<file path="src/rtl/dsp_seq_pkg.sv">
// Shared types and OPMODE encodings for the DSP48A1 MAC sequencer.
package dsp_seq_pkg;

    typedef enum logic [2:0] {
        StIdle,
        StFlush,
        StIssue,
        StDrain,
        StDone
    } seq_state_e;

    // OPMODE field positions (X mux, Z mux, pre-adder, carry, pre-sub, post-sub)
    localparam int unsigned OpmXLsb    = 0;
    localparam int unsigned OpmZLsb    = 2;
    localparam int unsigned OpmPreAdd  = 4;
    localparam int unsigned OpmCarryIn = 5;
    localparam int unsigned OpmPreSub  = 6;
    localparam int unsigned OpmPostSub = 7;

    localparam logic [1:0] OpmXM    = 2'b01;
    localparam logic [1:0] OpmZZero = 2'b00;
    localparam logic [1:0] OpmZP    = 2'b10;

    function automatic logic [7:0] make_opmode(input logic [1:0] x, input logic [1:0] z);
        logic [7:0] opm;
        opm = '0;
        opm[OpmXLsb +: 2] = x;
        opm[OpmZLsb +: 2] = z;
        return opm;
    endfunction

    localparam logic [7:0] OpmFirst = make_opmode(OpmXM, OpmZZero);
    localparam logic [7:0] OpmAcc   = make_opmode(OpmXM, OpmZP);

endpackage

</file>
<file path="src/rtl/opm_align_sr.sv">
// CE-gated shift register that delays the "first term" flag so OPMODE lines up
// with the product it governs inside the slice pipeline.
module opm_align_sr #(
    parameter int unsigned Depth = 1
) (
    input  logic clk,
    input  logic rst_n,
    input  logic clr,
    input  logic ce,
    input  logic first_in,
    output logic first_out
);

    logic [Depth-1:0] sr_q;
    logic [Depth-1:0] sr_d;

    always_comb begin
        sr_d    = sr_q << 1;
        sr_d[0] = first_in;
    end

    always_ff @(posedge clk or negedge rst_n) begin
        if (!rst_n) begin
            sr_q <= '0;
        end else if (clr) begin
            sr_q <= '0;
        end else if (ce) begin
            sr_q <= sr_d;
        end
    end

    assign first_out = sr_q[Depth-1];

endmodule

</file>
<file path="src/rtl/dsp48a1_mac_sequencer.sv">
// Sequences one DSP48A1 slice through N-term multiply-accumulate jobs and
// captures the final accumulator behind a valid/ready result port.
module dsp48a1_mac_sequencer
    import dsp_seq_pkg::*;
#(
    parameter int unsigned A_W      = 18,
    parameter int unsigned B_W      = 18,
    parameter int unsigned P_W      = 48,
    parameter int unsigned LEN_W    = 8,
    parameter int unsigned PIPE_LAT = 3,
    parameter int unsigned OPM_LAT  = 1
) (
    input  logic             clk,
    input  logic             rst_n,
    input  logic             abort,
    input  logic             cmd_valid,
    output logic             cmd_ready,
    input  logic [LEN_W-1:0] cmd_len,
    input  logic             op_valid,
    output logic             op_ready,
    input  logic [A_W-1:0]   op_a,
    input  logic [B_W-1:0]   op_b,
    output logic             res_valid,
    input  logic             res_ready,
    output logic [P_W-1:0]   res_data,
    output logic [A_W-1:0]   dsp_a,
    output logic [B_W-1:0]   dsp_b,
    output logic             dsp_ce,
    output logic             dsp_rst,
    output logic [7:0]       dsp_opmode,
    input  logic [P_W-1:0]   dsp_p
);

    localparam int unsigned DrainW = (PIPE_LAT > 2) ? $clog2(PIPE_LAT) : 1;
    localparam logic [DrainW-1:0] DrainLast = DrainW'(PIPE_LAT - 1);

    seq_state_e        state_q;
    logic [LEN_W-1:0]  len_q;
    logic [LEN_W-1:0]  issue_cnt_q;
    logic [DrainW-1:0] drain_cnt_q;
    logic              abort_flush_q;
    logic [P_W-1:0]    res_data_q;

    logic accept;
    logic last_term;
    logic first_accept;
    logic first_dly;

    assign accept       = op_valid && (state_q == StIssue);
    assign last_term    = (issue_cnt_q == len_q - LEN_W'(1));
    assign first_accept = accept && (issue_cnt_q == '0);

    // Slice is frozen whenever the operand stream stalls; drain runs PIPE_LAT-1 edges.
    assign dsp_ce  = accept || ((state_q == StDrain) && (drain_cnt_q != DrainLast));
    assign dsp_rst = (state_q == StFlush);
    assign dsp_a   = op_a;
    assign dsp_b   = op_b;

    assign cmd_ready = (state_q == StIdle);
    assign op_ready  = (state_q == StIssue);
    assign res_valid = (state_q == StDone);
    assign res_data  = res_data_q;

    opm_align_sr #(
        .Depth (OPM_LAT)
    ) u_opm_align_sr (
        .clk       (clk),
        .rst_n     (rst_n),
        .clr       (abort),
        .ce        (dsp_ce),
        .first_in  (first_accept),
        .first_out (first_dly)
    );

    assign dsp_opmode = first_dly ? OpmFirst : OpmAcc;

    always_ff @(posedge clk or negedge rst_n) begin
        if (!rst_n) begin
            state_q       <= StIdle;
            len_q         <= '0;
            issue_cnt_q   <= '0;
            drain_cnt_q   <= '0;
            abort_flush_q <= 1'b0;
            res_data_q    <= '0;
        end else if (abort) begin
            state_q       <= StFlush;
            abort_flush_q <= 1'b1;
            issue_cnt_q   <= '0;
            drain_cnt_q   <= '0;
        end else begin
            unique case (state_q)
                StIdle: begin
                    if (cmd_valid) begin
                        len_q       <= cmd_len;
                        issue_cnt_q <= '0;
                        drain_cnt_q <= '0;
                        if (cmd_len == '0) begin
                            res_data_q <= '0;
                            state_q    <= StDone;
                        end else begin
                            state_q <= StFlush;
                        end
                    end
                end
                StFlush: begin
                    abort_flush_q <= 1'b0;
                    state_q       <= abort_flush_q ? StIdle : StIssue;
                end
                StIssue: begin
                    if (op_valid) begin
                        issue_cnt_q <= issue_cnt_q + LEN_W'(1);
                        if (last_term) begin
                            drain_cnt_q <= '0;
                            state_q     <= StDrain;
                        end
                    end
                end
                StDrain: begin
                    if (drain_cnt_q == DrainLast) begin
                        res_data_q <= dsp_p;
                        state_q    <= StDone;
                    end else begin
                        drain_cnt_q <= drain_cnt_q + DrainW'(1);
                    end
                end
                StDone: begin
                    if (res_ready) begin
                        state_q <= StIdle;
                    end
                end
                default: state_q <= StIdle;
            endcase
        end
    end

endmodule
</file>
<file path="config.mk">
export PLATFORM = sky130hd
export DESIGN_NAME = dsp48a1_mac_sequencer
export DESIGN_NICKNAME = d
export VERILOG_FILES = /design/src/rtl/dsp_seq_pkg.sv /design/src/rtl/opm_align_sr.sv /design/src/rtl/dsp48a1_mac_sequencer.sv
export SDC_FILE = /design/constraint.sdc
export NUM_CORES = 1
export LEC_CHECK = 0
export ABC_AREA = 1
export BUFFER_PORTS_ARGS = -buffer_cell sky130_fd_sc_hd__buf_2
export CAP_MARGIN = 15
export CORE_UTILIZATION = 40
export DETAILED_ROUTE_END_ITERATION = 12
export GPL_TIMING_DRIVEN = 0
export PLACE_DENSITY = 0.8
export SYNTH_ARGS = -nofsm -noshare
export SYNTH_HDL_FRONTEND = slang
export SYNTH_SLANG_ARGS = --single-unit
</file>
<file path="constraint.sdc">
create_clock -name clk -period 2.64 [get_ports clk]
set_clock_uncertainty 0.15 [all_clocks]
set_input_delay 0.264 -clock clk [delete_from_list [all_inputs] [get_ports clk]]
set_output_delay 0.264 -clock clk [all_outputs]
set_load 0.02 [all_outputs]
</file>
# Yosys cells after proc, flatten, opt, wreduce, memory -nomap -nowiden
# Cells that the tools add are included.
# Widths: inputs -> output; s select.
classes:
  eq_ne: 16
  shift: 0
  bitwise: 1
  addsub: 3
  div_mod_pow: 0
  n_mux: 28
  reduce_logical: 17
  order_cmp: 0
  n_mul: 0
ops:
  columns: ["op", "count"]
  rows:
  - ["$mux 48", 3]
  - ["$pmux 48 s2", 1]
  - ["$mux 8", 3]
  - ["$mux 3", 7]
  - ["$logic_not 8->1", 2]
  - ["$pmux 8 s2", 1]
  - ["$pmux 3 s5", 1]
  - ["$reduce_and 5->1", 3]
  - ["$mux 2", 6]
  - ["$ne 3x2->1 const B", 3]
  - ["$ne 3x3->1 const B", 3]
  - ["$add 8x1->8 const B", 1]
  - ["$eq 8x8->1", 1]
  - ["$sub 8x1->8 const B", 1]
  - ["$eq 3x2->1 const B", 2]
  - ["$pmux 2 s3", 1]
  - ["$reduce_and 3->1", 2]
  - ["$reduce_bool 2->1", 3]
  - ["$mux 1", 4]
  - ["$mux 4", 1]
  - ["$ne 2x1->1 const B", 2]
  - ["$ne 2x2->1 const B", 2]
  - ["$reduce_bool 4->1", 1]
  - ["$eq 3x1->1 const B", 1]
  - ["other kinds (8)", 10]
word_totals:
  latch_bits: 0
  inputBits: 98
  mem_bits_rw: 0
  out_inout_bits: 97
  reg_bits: 71
  romBits: 0
  mem_count: 0

# Longest topological paths before layout
depth:
  ltp_word: 6
  ltp_mapped: 14
  ltp_nobuf: 14

# By module
# From an unflattened synthesis, not the netlist that was laid out.
hier_totals:
  cells_unflattened: 476
  hier_area_um2: 3743.6
modules_own_cells:
  columns: ["mod", "cells_each", "seq_area_each_um2", "area_each_um2", "n_inst"]
  rows:
  - ["dsp48a1_mac_sequencer", 470, 1751.7, 3698.5, 1]
  - ["opm_align_sr", 6, 25.0, 45.0, 1]

# Worst setup path before layout
# Ideal clock, no wire load.
synth_timing:
  path_kind: "reg2reg"
  start: "reg len_q[0]"
  end: "reg state_q[2]"
  setup_time_ps: 131
  path_slack_ps: 784
  path_stages_with_launch: 14
  path_buffers: 0
  t_arrival_ps: 1575
  synth_period_minus_slack_ps: 1856
  cell_sequence: "dfrtp_1 inv_1 ha_1 or2_2 nand2_1 nand2_1 nand2_1 nand3_1 nor2_1 nand2_1 nand2_1 nand2_1 nand2_1 nand2_1"
synth_between:
  elab_chain_cells: 4
synth_rtl:
  columns: ["element", "line_no", "rtl"]
  rows:
  - ["from (decl)", "dsp48a1_mac_sequencer.sv:38", "logic [LEN_W-1:0] len_q;"]
  - ["from (signal assigned)", "dsp48a1_mac_sequencer.sv:94", "len_q <= cmd_len;"]
  - ["$sub 8x1->8", "dsp48a1_mac_sequencer.sv:50", "assign last_term = (issue_cnt_q == len_q - LEN_W'(1));"]
  - ["$eq 8x8->1", "dsp48a1_mac_sequencer.sv:50", null]
  - ["$ne 3x2->1 (no source line)", null, null]
  - ["$reduce_and 5->1 (no source line)", null, null]
  - ["to (signal assigned)", "dsp48a1_mac_sequencer.sv:79", "state_q <= StIdle;"]
  - ["to (signal assigned)", "dsp48a1_mac_sequencer.sv:86", "state_q <= StFlush;"]
  - ["to (signal assigned)", "dsp48a1_mac_sequencer.sv:99", "state_q <= StDone;"]
  - ["to (decl)", "dsp48a1_mac_sequencer.sv:37", "seq_state_e state_q;"]
# Every way passes these cells.
# A chain may end at the register's enable or synchronous reset.

# Final worst setup path
# Ends and elaborated chain as after synthesis.

==> run metrics <==
status=finished clean; combinational cell fraction of total power=42.8%; PwrDens=a little under 900 nW/um2; commonest non-fill, non-tap cell in the layout=nand2_1; share of power burned in registers=37.3%; maximum clock rate=482 MHz; Syn Area/Cell=7.89 um2; XOR/XNOR share of the synthesized area=less than 1%; CP arrival=2.14 ns; Final Cycle Share=78.6%; GRT Total Usage=19.4%; clk_lat worst skew=0.34 ns; min Tclk post-route=2.08 ns; crit path kind=reg2reg; Post-Route WL=9.31 mm; Core ar.=slightly above 9000 um2; minimum hold slack=0.0180 ns; peak supply drop=~0.52 mV; crit-path max FO=6; vias in the first global route=roughly 3400; clock sinks=71; CTS tree=built; Post-Synth Adder-Cell Area=1.33%; R2R cell count=13; post-DR wirelength/cell=12.3 um; Clock Pin Slew Worst Setup and Hold Paths=0.08 ns; Area Growth Syn to Fin=29.7%; Hold Crit Depth=3; leakage=0.00263 uW; Initial DRC Count=about 110; max cap viols=0; setup_tns=0 ns; root buffer cell=clkbuf_8; Syn Inst Count=476; Final Hold Fails=0; initial antenna violation count=0; Clock power frac=19.9%; FP Rows=35; Seq/Total Area, Yosys=between 40% and 50%; initial core utilization=41.1%; cts bufs inserted=9; Worst setup EP type=flip-flop; share of layout cells above drive strength 1=between 30% and 40%; Setup-failing EPs final=0; Compound-Gate Fraction of Synth Area=between 10% and 20%; H-Tree Depth=3; Cell Area, Synth=3760 um2; Post CTS Setup Buffer Count=0; routability-driven placement congestion ratio=between 0.8 and 0.9; largest family of logic cells by synthesized area=simple AND/OR/NAND/NOR gates; Pint=2490 uW; die span in y=98.9 um; Detailed Place HPWL=7.33 mm; post-synthesis cell type count=31; final net count=around 750; io pins=195; max-slew violations=0; drt pass-1 iters=4; Ant. Diodes=0; Worst setup SP type=flip-flop; post-route ant nets=0; switching share of power=42.5%; IO buf count=150; first-pass GRT wire length=about 15 mm; Seq cells post-synth=between 70 and 80; clock buffer depth=2; remaining global-route overflow=0; simple-gate share of the synthesized area=24.7%; worst path required time=2.71 ns; Hold/Removal Path Class=in2reg; Vias=3569; most frequent cells in the layout=nand2_1, buf_2, dfrtp_1; drt via density=4.71; DIE WIDTH=98.9 um; DRC viols=0; pin count of the biggest net entering global routing=72; Psw=1840 uW; worst-margin pin slew=about 0.9 ns; Die ar.=9790 um2; Ys Warns=0; mux cell area share after synthesis=0.300%; max_slew headroom=40.1%; unrepaired setup endpoints after global routing=false
area by class of cell:
type                            count  area [um2]
Fill cell                         876        4280
Inverter                           37         139
Timing Repair Buffer              151         763
Tap cell                          111         139
Clock inverter                      5        58.8
Buffer                             60         423
Clock buffer                       10         138
Sequential cell                    71        1780
Multi-Input combinational cell    313        1440
logic make-up after synthesis:
group / after synthesis
AO/OA/AOI/OAI: 76
multiplexers: 1
buffers and inverters: 97
AND/OR/NAND/NOR: 221
adder cells (fa/ha/maj): 4
flip-flops: 71
XOR/XNOR: 4
other: 2
cells in the mapped netlist (all sizes together):
master,number,area (um2)
a21oi,14,70.1
o31ai,1,7.51
xnor2,2,17.5
nor4,4,25.0
mux2,1,11.3
nand4,5,31.3
nand3,18,108
o21ai,59,295
nor3b,1,7.51
a31oi,1,6.26
buf,50,385
or2,1,6.26
conb,2,7.51
ha,4,50.1
xor2,2,17.5
inv,37,139
nor3,5,25.0
clkbuf,10,37.5
nor2,31,134
dfrtp,71,1780
nand2,156,591
o2111ai,1,8.76
worst paths after layout:
check | startpoint | to | slack, ns
max | len_q[0]$_DFFE_PN0P_ | state_q[2]$_DFFE_PN0P_ | 0.56
min reg2reg | res_data[3]$_DFFE_PN0P_ | res_data[3]$_DFFE_PN0P_ | 0.33
max in group asynchronous | rst_n | len_q[7]$_DFFE_PN0P_ | 1.30
max reg2reg | len_q[0]$_DFFE_PN0P_ | state_q[2]$_DFFE_PN0P_ | 0.56
min in group asynchronous | rst_n | len_q[2]$_DFFE_PN0P_ | 0.42
min | dsp_p[37] | res_data[37]$_DFFE_PN0P_ | 0.02
per-layer routing:
| metal | vias up | global-route usage [%] | wire (um) |
|---|---|---|---|
| li1 | 1798 | - | - |
| met3 | 18 | 4.82 | 563 |
| met2 | 120 | 34.5 | 4830 |
| met5 | - | 0 | 0 |
| met4 | 0 | 8.96 | 202 |
| met1 | 1633 | 21.9 | 3720 |
critical path, cell delays in order, from the launching register on:
cell	delay [ns]
dfrtp_1	0.37
inv_1	0.09
ha_1	0.26
or2_2	0.32
nand2_1	0.06
nand2_1	0.04
nand2_1	0.05
nand3_1	0.07
nor2_1	0.08
nand2_1	0.06
nand2_1	0.17
nand2_1	0.10
nand2_1	0.07
nand2_1	0.05
timing repair:
item	4_1_cts	5_1_grt
endpoints found under the hold margin	71	0
hold buffers	1	0
resized for setup	0	0
registers in the layout, indices dropped and copies added, names as in the netlist:
| register | flops |
|---|---|
| abort_flush_q | 1 |
| drain_cnt_q | 2 |
| issue_cnt_q | 8 |
| u_opm_align_sr.first_out | 1 |
| state_q | 3 |
| len_q | 8 |
| res_data | 48 |
power by group through the flow:
stage / registers (uW) / clock network (uW) / logic, uW
finish: 1620 / 865 / 1860
global route: 1660 / 930 / 2060
CTS: 1620 / 885 / 1880
detailed placement: 1630 / 0 / 1870
global placement: 1620 / 0 / 1830
floorplan: 1890 / 0 / 989
metrics by stage:
stage,total power [uW],utilization (%),std cells,instance area (um2),setup slack (ns)
floorplan,2870,-,481,3780,0.784
global placement,3450,51.0,742,4670,0.577
detailed placement,3510,51.0,742,4670,0.566
CTS,4380,53.3,758,4870,0.551
global route,4650,53.3,758,4870,0.408
finish,4340,53.3,758,4870,0.564
Note: power is estimated with default switching activity, not from simulation.
